==> config.mk <==
export PLATFORM = sky130hd
export DESIGN_NAME = inst_fetch
export DESIGN_NICKNAME = d
export VERILOG_FILES = /design/src/rtl/core_pkg.sv /design/src/rtl/inst_fetch.sv
export SDC_FILE = /design/constraint.sdc
export NUM_CORES = 1
export LEC_CHECK = 0
export BUFFER_PORTS_ARGS = -buffer_cell sky130_fd_sc_hd__clkbuf_2
export CAP_MARGIN = 5
export CORE_ASPECT_RATIO = 1.4
export CORE_UTILIZATION = 49
export CTS_CLUSTER_SIZE = 8
export DETAILED_ROUTE_END_ITERATION = 16
export PLACE_DENSITY = 0.84
export SYNTH_ARGS = -nofsm -noshare
export SYNTH_HDL_FRONTEND = slang
export SYNTH_SLANG_ARGS = --single-unit
export TNS_END_PERCENT = 50
==> constraint.sdc <==
create_clock -name clk -period 2.9 [get_ports clk]
set_clock_uncertainty 0.15 [all_clocks]
set_input_delay 0 -clock clk [delete_from_list [all_inputs] [get_ports clk]]
set_output_delay 0 -clock clk [all_outputs]
set_load 0.03 [all_outputs]
==> src/rtl/core_pkg.sv <==
// Shared core definitions: fetch FSM states and architectural constants.
package core_pkg;
  localparam int XLEN = 32;
  localparam logic [XLEN-1:0] NOP_INST = 32'h0000_0013;

  typedef enum logic [2:0] {
    IDLE, FETCH, WAIT, FULL, DRAIN, FAULT
  } fetch_state_t;
endpackage

==> src/rtl/inst_fetch.sv <==
// Instruction fetch stage: owns the PC, issues one request at a time to imem,
// and holds the returned word for the decoder until it is accepted.
module inst_fetch
  import core_pkg::*;
#(
  parameter logic [XLEN-1:0] RESET_PC = '0
) (
  input  logic            clk,
  input  logic            rst_n,
  output logic            imem_req_valid,
  output logic [XLEN-1:0] imem_req_addr,
  input  logic            imem_req_ready,
  input  logic            imem_rsp_valid,
  input  logic [XLEN-1:0] imem_rsp_data,
  output logic            inst_valid,
  output logic [XLEN-1:0] inst,
  output logic [XLEN-1:0] inst_pc,
  input  logic            inst_ready,
  input  logic            redirect,
  input  logic [XLEN-1:0] redirect_pc,
  output logic            fetch_fault
);

  fetch_state_t    r_state, w_nxt_state;
  logic [XLEN-1:0] r_pc, w_nxt_pc;
  logic [XLEN-1:0] r_inst, r_inst_pc;
  logic            r_fault;
  logic            w_load, w_fault_set;

  always_comb begin
    w_nxt_state = r_state;
    w_nxt_pc    = r_pc;
    w_load      = 1'b0;
    w_fault_set = 1'b0;
    case (r_state)
      IDLE:  w_nxt_state = FETCH;
      FETCH: if (imem_req_ready) w_nxt_state = WAIT;
      WAIT: if (imem_rsp_valid) begin
        w_nxt_state = FULL;
        w_load      = 1'b1;
        w_nxt_pc    = r_pc + 32'd4;
      end
      FULL:  if (inst_ready) w_nxt_state = FETCH;
      DRAIN: if (imem_rsp_valid) w_nxt_state = FETCH;
      default: ;
    endcase

    // Redirect overrides everything; any in-flight response gets drained.
    if (redirect && r_state != FAULT) begin
      w_nxt_pc = redirect_pc;
      w_load   = 1'b0;
      if (redirect_pc[1:0] != 2'b00) begin
        w_nxt_state = FAULT;
        w_fault_set = 1'b1;
      end else begin
        case (r_state)
          FETCH:   w_nxt_state = imem_req_ready ? DRAIN : FETCH;
          WAIT:    w_nxt_state = imem_rsp_valid ? FETCH : DRAIN;
          DRAIN:   w_nxt_state = DRAIN;
          default: w_nxt_state = FETCH;
        endcase
      end
    end
  end

  always_ff @(posedge clk or negedge rst_n) begin
    if (!rst_n) begin
      r_state   <= IDLE;
      r_pc      <= RESET_PC;
      r_inst    <= NOP_INST;
      r_inst_pc <= RESET_PC;
      r_fault   <= 1'b0;
    end else begin
      r_state <= w_nxt_state;
      r_pc    <= w_nxt_pc;
      if (w_load) begin
        r_inst    <= imem_rsp_data;
        r_inst_pc <= r_pc;
      end
      if (w_fault_set) r_fault <= 1'b1;
    end
  end

  // A faulting pc may be misaligned; the request address stays word-aligned.
  assign imem_req_valid = (r_state == FETCH);
  assign imem_req_addr  = {r_pc[XLEN-1:2], 2'b00};
  assign inst_valid     = (r_state == FULL);
  assign inst           = r_inst;
  assign inst_pc        = r_inst_pc;
  assign fetch_fault    = r_fault;

endmodule

==> results.json <==
{
  "ctsResizeCount": 0,
  "seqPwrFrac": 0.450,
  "numCtsBuffers": 9,
  "final_common_cell": "nand2_1",
  "swShare": 0.355,
  "cts_root_buf": "clkbuf_16",
  "p_comb_frac": 0.244,
  "worst_setup_path_end_kind": "flip-flop",
  "max-slew-margin-rel": 0.513,
  "p_per_area_nw_per_um2": 658,
  "critPathMaxStageDelay_ns": 0.52,
  "synth_adder_area_share": 0.00465,
  "ys_seq_area_frac": 0.517,
  "drt_iter0_drc": 368,
  "syn_area_per_cell_um2": 8.92,
  "slowest_stage": "and4bb_1",
  "drcViolationCount": 0,
  "ys.flop_type": "dfrtp_1",
  "clk_latency_ns": 0.35,
  "synth_area_um2": 4840,
  "yosys_warnings": 0,
  "clk_pin_slew_ns": 0.07,
  "portBuffers": 166,
  "rows": 42,
  "reg2reg_setup_slack_ns": 0.58,
  "r2r_end": "r_pc[14]",
  "holdWs_ns": 0.0783,
  "core_um2": 9510,
  "synth.top_cell.area_share": 0.501,
  "antenna_found_initial": 1,
  "cp-endpoint": "r_pc[14]",
  "hpwl_um": 9060,
  "p_int_w": 0.00280,
  "grtUsageMet2": 0.509,
  "avgRoutedWirePerCell_um": 16.3,
  "busiest_layer": "met2",
  "cts_buffer_depth": 2,
  "vias_per_cell": 5.33,
  "dieArea_um2": 10300,
  "startpoint": "r_state[2]",
  "postSynthRegisterBits": 100,
  "yosys.area.top_type": "dfrtp_1",
  "ir_drop_uv": 466,
  "reg2reg_depth": 4,
  "r2r-start": "r_state[2]",
  "synthSimpleGateAreaFrac": 0.270,
  "synth_edf_count": 0,
  "synth_compound_area_frac": 0.0971,
  "period_needed_ns": 2.32,
  "grtUsageMet1": 0.325,
  "cp_top_family": "simple AND/OR/NAND/NOR gates",
  "fp.dieH_um": 120,
  "leakagePower_nw": 3.49,
  "drive_gt1_frac": 0.281,
  "holdCritPathClass": "in -> async",
  "grt_setup_unrepaired": "false",
  "report.final.hold_viol_count": 0,
  "critPathKind": "reg -> reg",
  "crit_path_start_kind": "flip-flop",
  "maxCapViolCount": 0,
  "muxShareOfSynthArea": 0.00465,
  "overflow": 0,
  "routabilityCongestion": 0.827,
  "grtUsageTotal": 0.291,
  "final_max_slew_viol_count": 0,
  "synthDistinctLibCells": 50,
  "cp.required_ns": 2.99,
  "finalWirelength_um": 14300,
  "crit_buf_inv": 1,
  "num-nets-final": 810,
  "tns_ns": 0,
  "ant_nets": 0,
  "num_vias": 4676,
  "nFillCells": 724,
  "gr-usage-met3": 0.0447,
  "io_pins": 169,
  "p_sw_w": 0.00154,
  "grt_pass1_wl_um": 22900,
  "netlist_instances": 543,
  "fin_crit_sh": 0.800,
  "synth_top_family_by_area": "simple AND/OR/NAND/NOR gates",
  "utilization": 0.694,
  "regArea_um2": 2510,
  "dieWidth_um": 86.0,
  "synthXorXnorAreaFrac": 0.0235,
  "tritoncts": "built",
  "grt_pass1_vias": 4698,
  "worstPathCellList": "and4bb_1, nand2_2, buf_4, o311ai_0",
  "grt_max_degree": 52,
  "drtPass1Iterations": 5,
  "area_growth_pct": 36.2,
  "status": "finished, final reports clean",
  "clockPowerShare": 0.306,
  "final_cell_mix": "nand2_1, clkbuf_2, dfrtp_1, dlygate4sd3_1, o21ai_0",
  "synth_area_leaders": "dfrtp_1, nand2_1, buf_4, o21ai_0, xor2_1",
  "start_util": 0.509,
  "worst_slew_pin_slew_ns": 0.725,
  "critical_path_depth": 4,
  "worst-path-max-fanout": 29,
  "synthArstFlopShare": 1.00,
  "setup_viol": 0,
  "cts.sinks": 100,
  "multiInputGateArea_um2": 1960,
  "h-tree-depth": 3,
  "crit_arrival_ns": 2.41,
  "maxClockFrequency_mhz": 431
}
worst reg2reg max path: cells and delay by family, from the launching register on:
kind / cells / cell delay, ns
simple gates: 2 / 0.91
flops: 1 / 0.51
buf+inv: 1 / 0.33
compound gates: 1 / 0.31
power by group through the flow:
stage	registers [W]	logic (W)	clock network, W
finish	0.00195	0.00106	0.00133
global route	0.00199	0.00114	0.00139
CTS	0.00194	0.00106	0.00135
detailed placement	0.00196	0.000984	0
global placement	0.00195	0.000962	0
floorplan	0.00185	0.000936	0
flip-flops by register name (all words and copies together), names as in the netlist:
signal       cells
r_pc            32
inst            32
inst_pc         32
fetch_fault      1
r_state          3
metal layers:
metal  wire length, um  vias to the layer above  part of all wire
met5                 0                        -                 0
met4               698                        0             0.049
met3               585                       54             0.041
met2              7650                      184              0.54
met1              5360                     2263              0.38
li1                  -                     2175                 -
final cells by class:
cell class,instances,share of cell area
sequential,100,0.380
antenna,2,0.000759
tap,132,0.0250
inverter,5,0.00284
timing repair buffer,244,0.243
multi-input combinational,379,0.297
clock inverter,4,0.0106
clock buffer,12,0.0404
cell usage after synthesis, drive strengths merged (2+ instances only):
master	number
and3	8
a22oi	6
and4	4
nor3	6
a21oi	9
nand4	9
and2	2
nor2	10
buf	46
xor2	11
nand2	221
a21o	4
o21ai	26
xnor2	2
mux2	2
dfstp	3
nor4	3
o211ai	8
a41oi	4
a221o	5
clkbuf	14
o311ai	3
inv	5
a31oi	2
nand3	18
dfrtp	97
kinds of logic (layout without fill, tap and decap cells):
logic type                 after synthesis  after routing
AOI/OAI and AO/OA                       70             70
and+or+nand+nor                        290            290
DFF                                    100            100
other                                    1              4
buffers and inverters                   65            265
adders and majority gates                2              2
xor gates and xnor gates                13             13
muxes                                    2              2
stage by stage:
stage	cell area [um^2]	cells	total power, W	worst slack [ns]
2_1_floorplan	4850	544	0.00279	0.950
3_3_place_gp	5570	791	0.00291	0.728
3_5_place_dp	5570	791	0.00295	0.618
4_1_cts	6590	876	0.00435	0.602
5_1_grt	6600	877	0.00452	0.390
6_report	6600	878	0.00434	0.580
how the worst min path moves through the flow:
stage                              to
after CTS                  inst_pc[9]
after global routing       inst_pc[9]
after global placement     inst_pc[9]
after floorplan           fetch_fault
after detailed placement   inst_pc[9]
final                     inst_pc[13]
timing repair:
| action | CTS | global route |
|---|---|---|
| endpoints found under the hold margin | 122 | 0 |
| hold buffers | 69 | 0 |
| endpoints found under the setup margin | 0 | 0 |
| setup buffers | 0 | 0 |
Power figures use the tool's default switching activity.
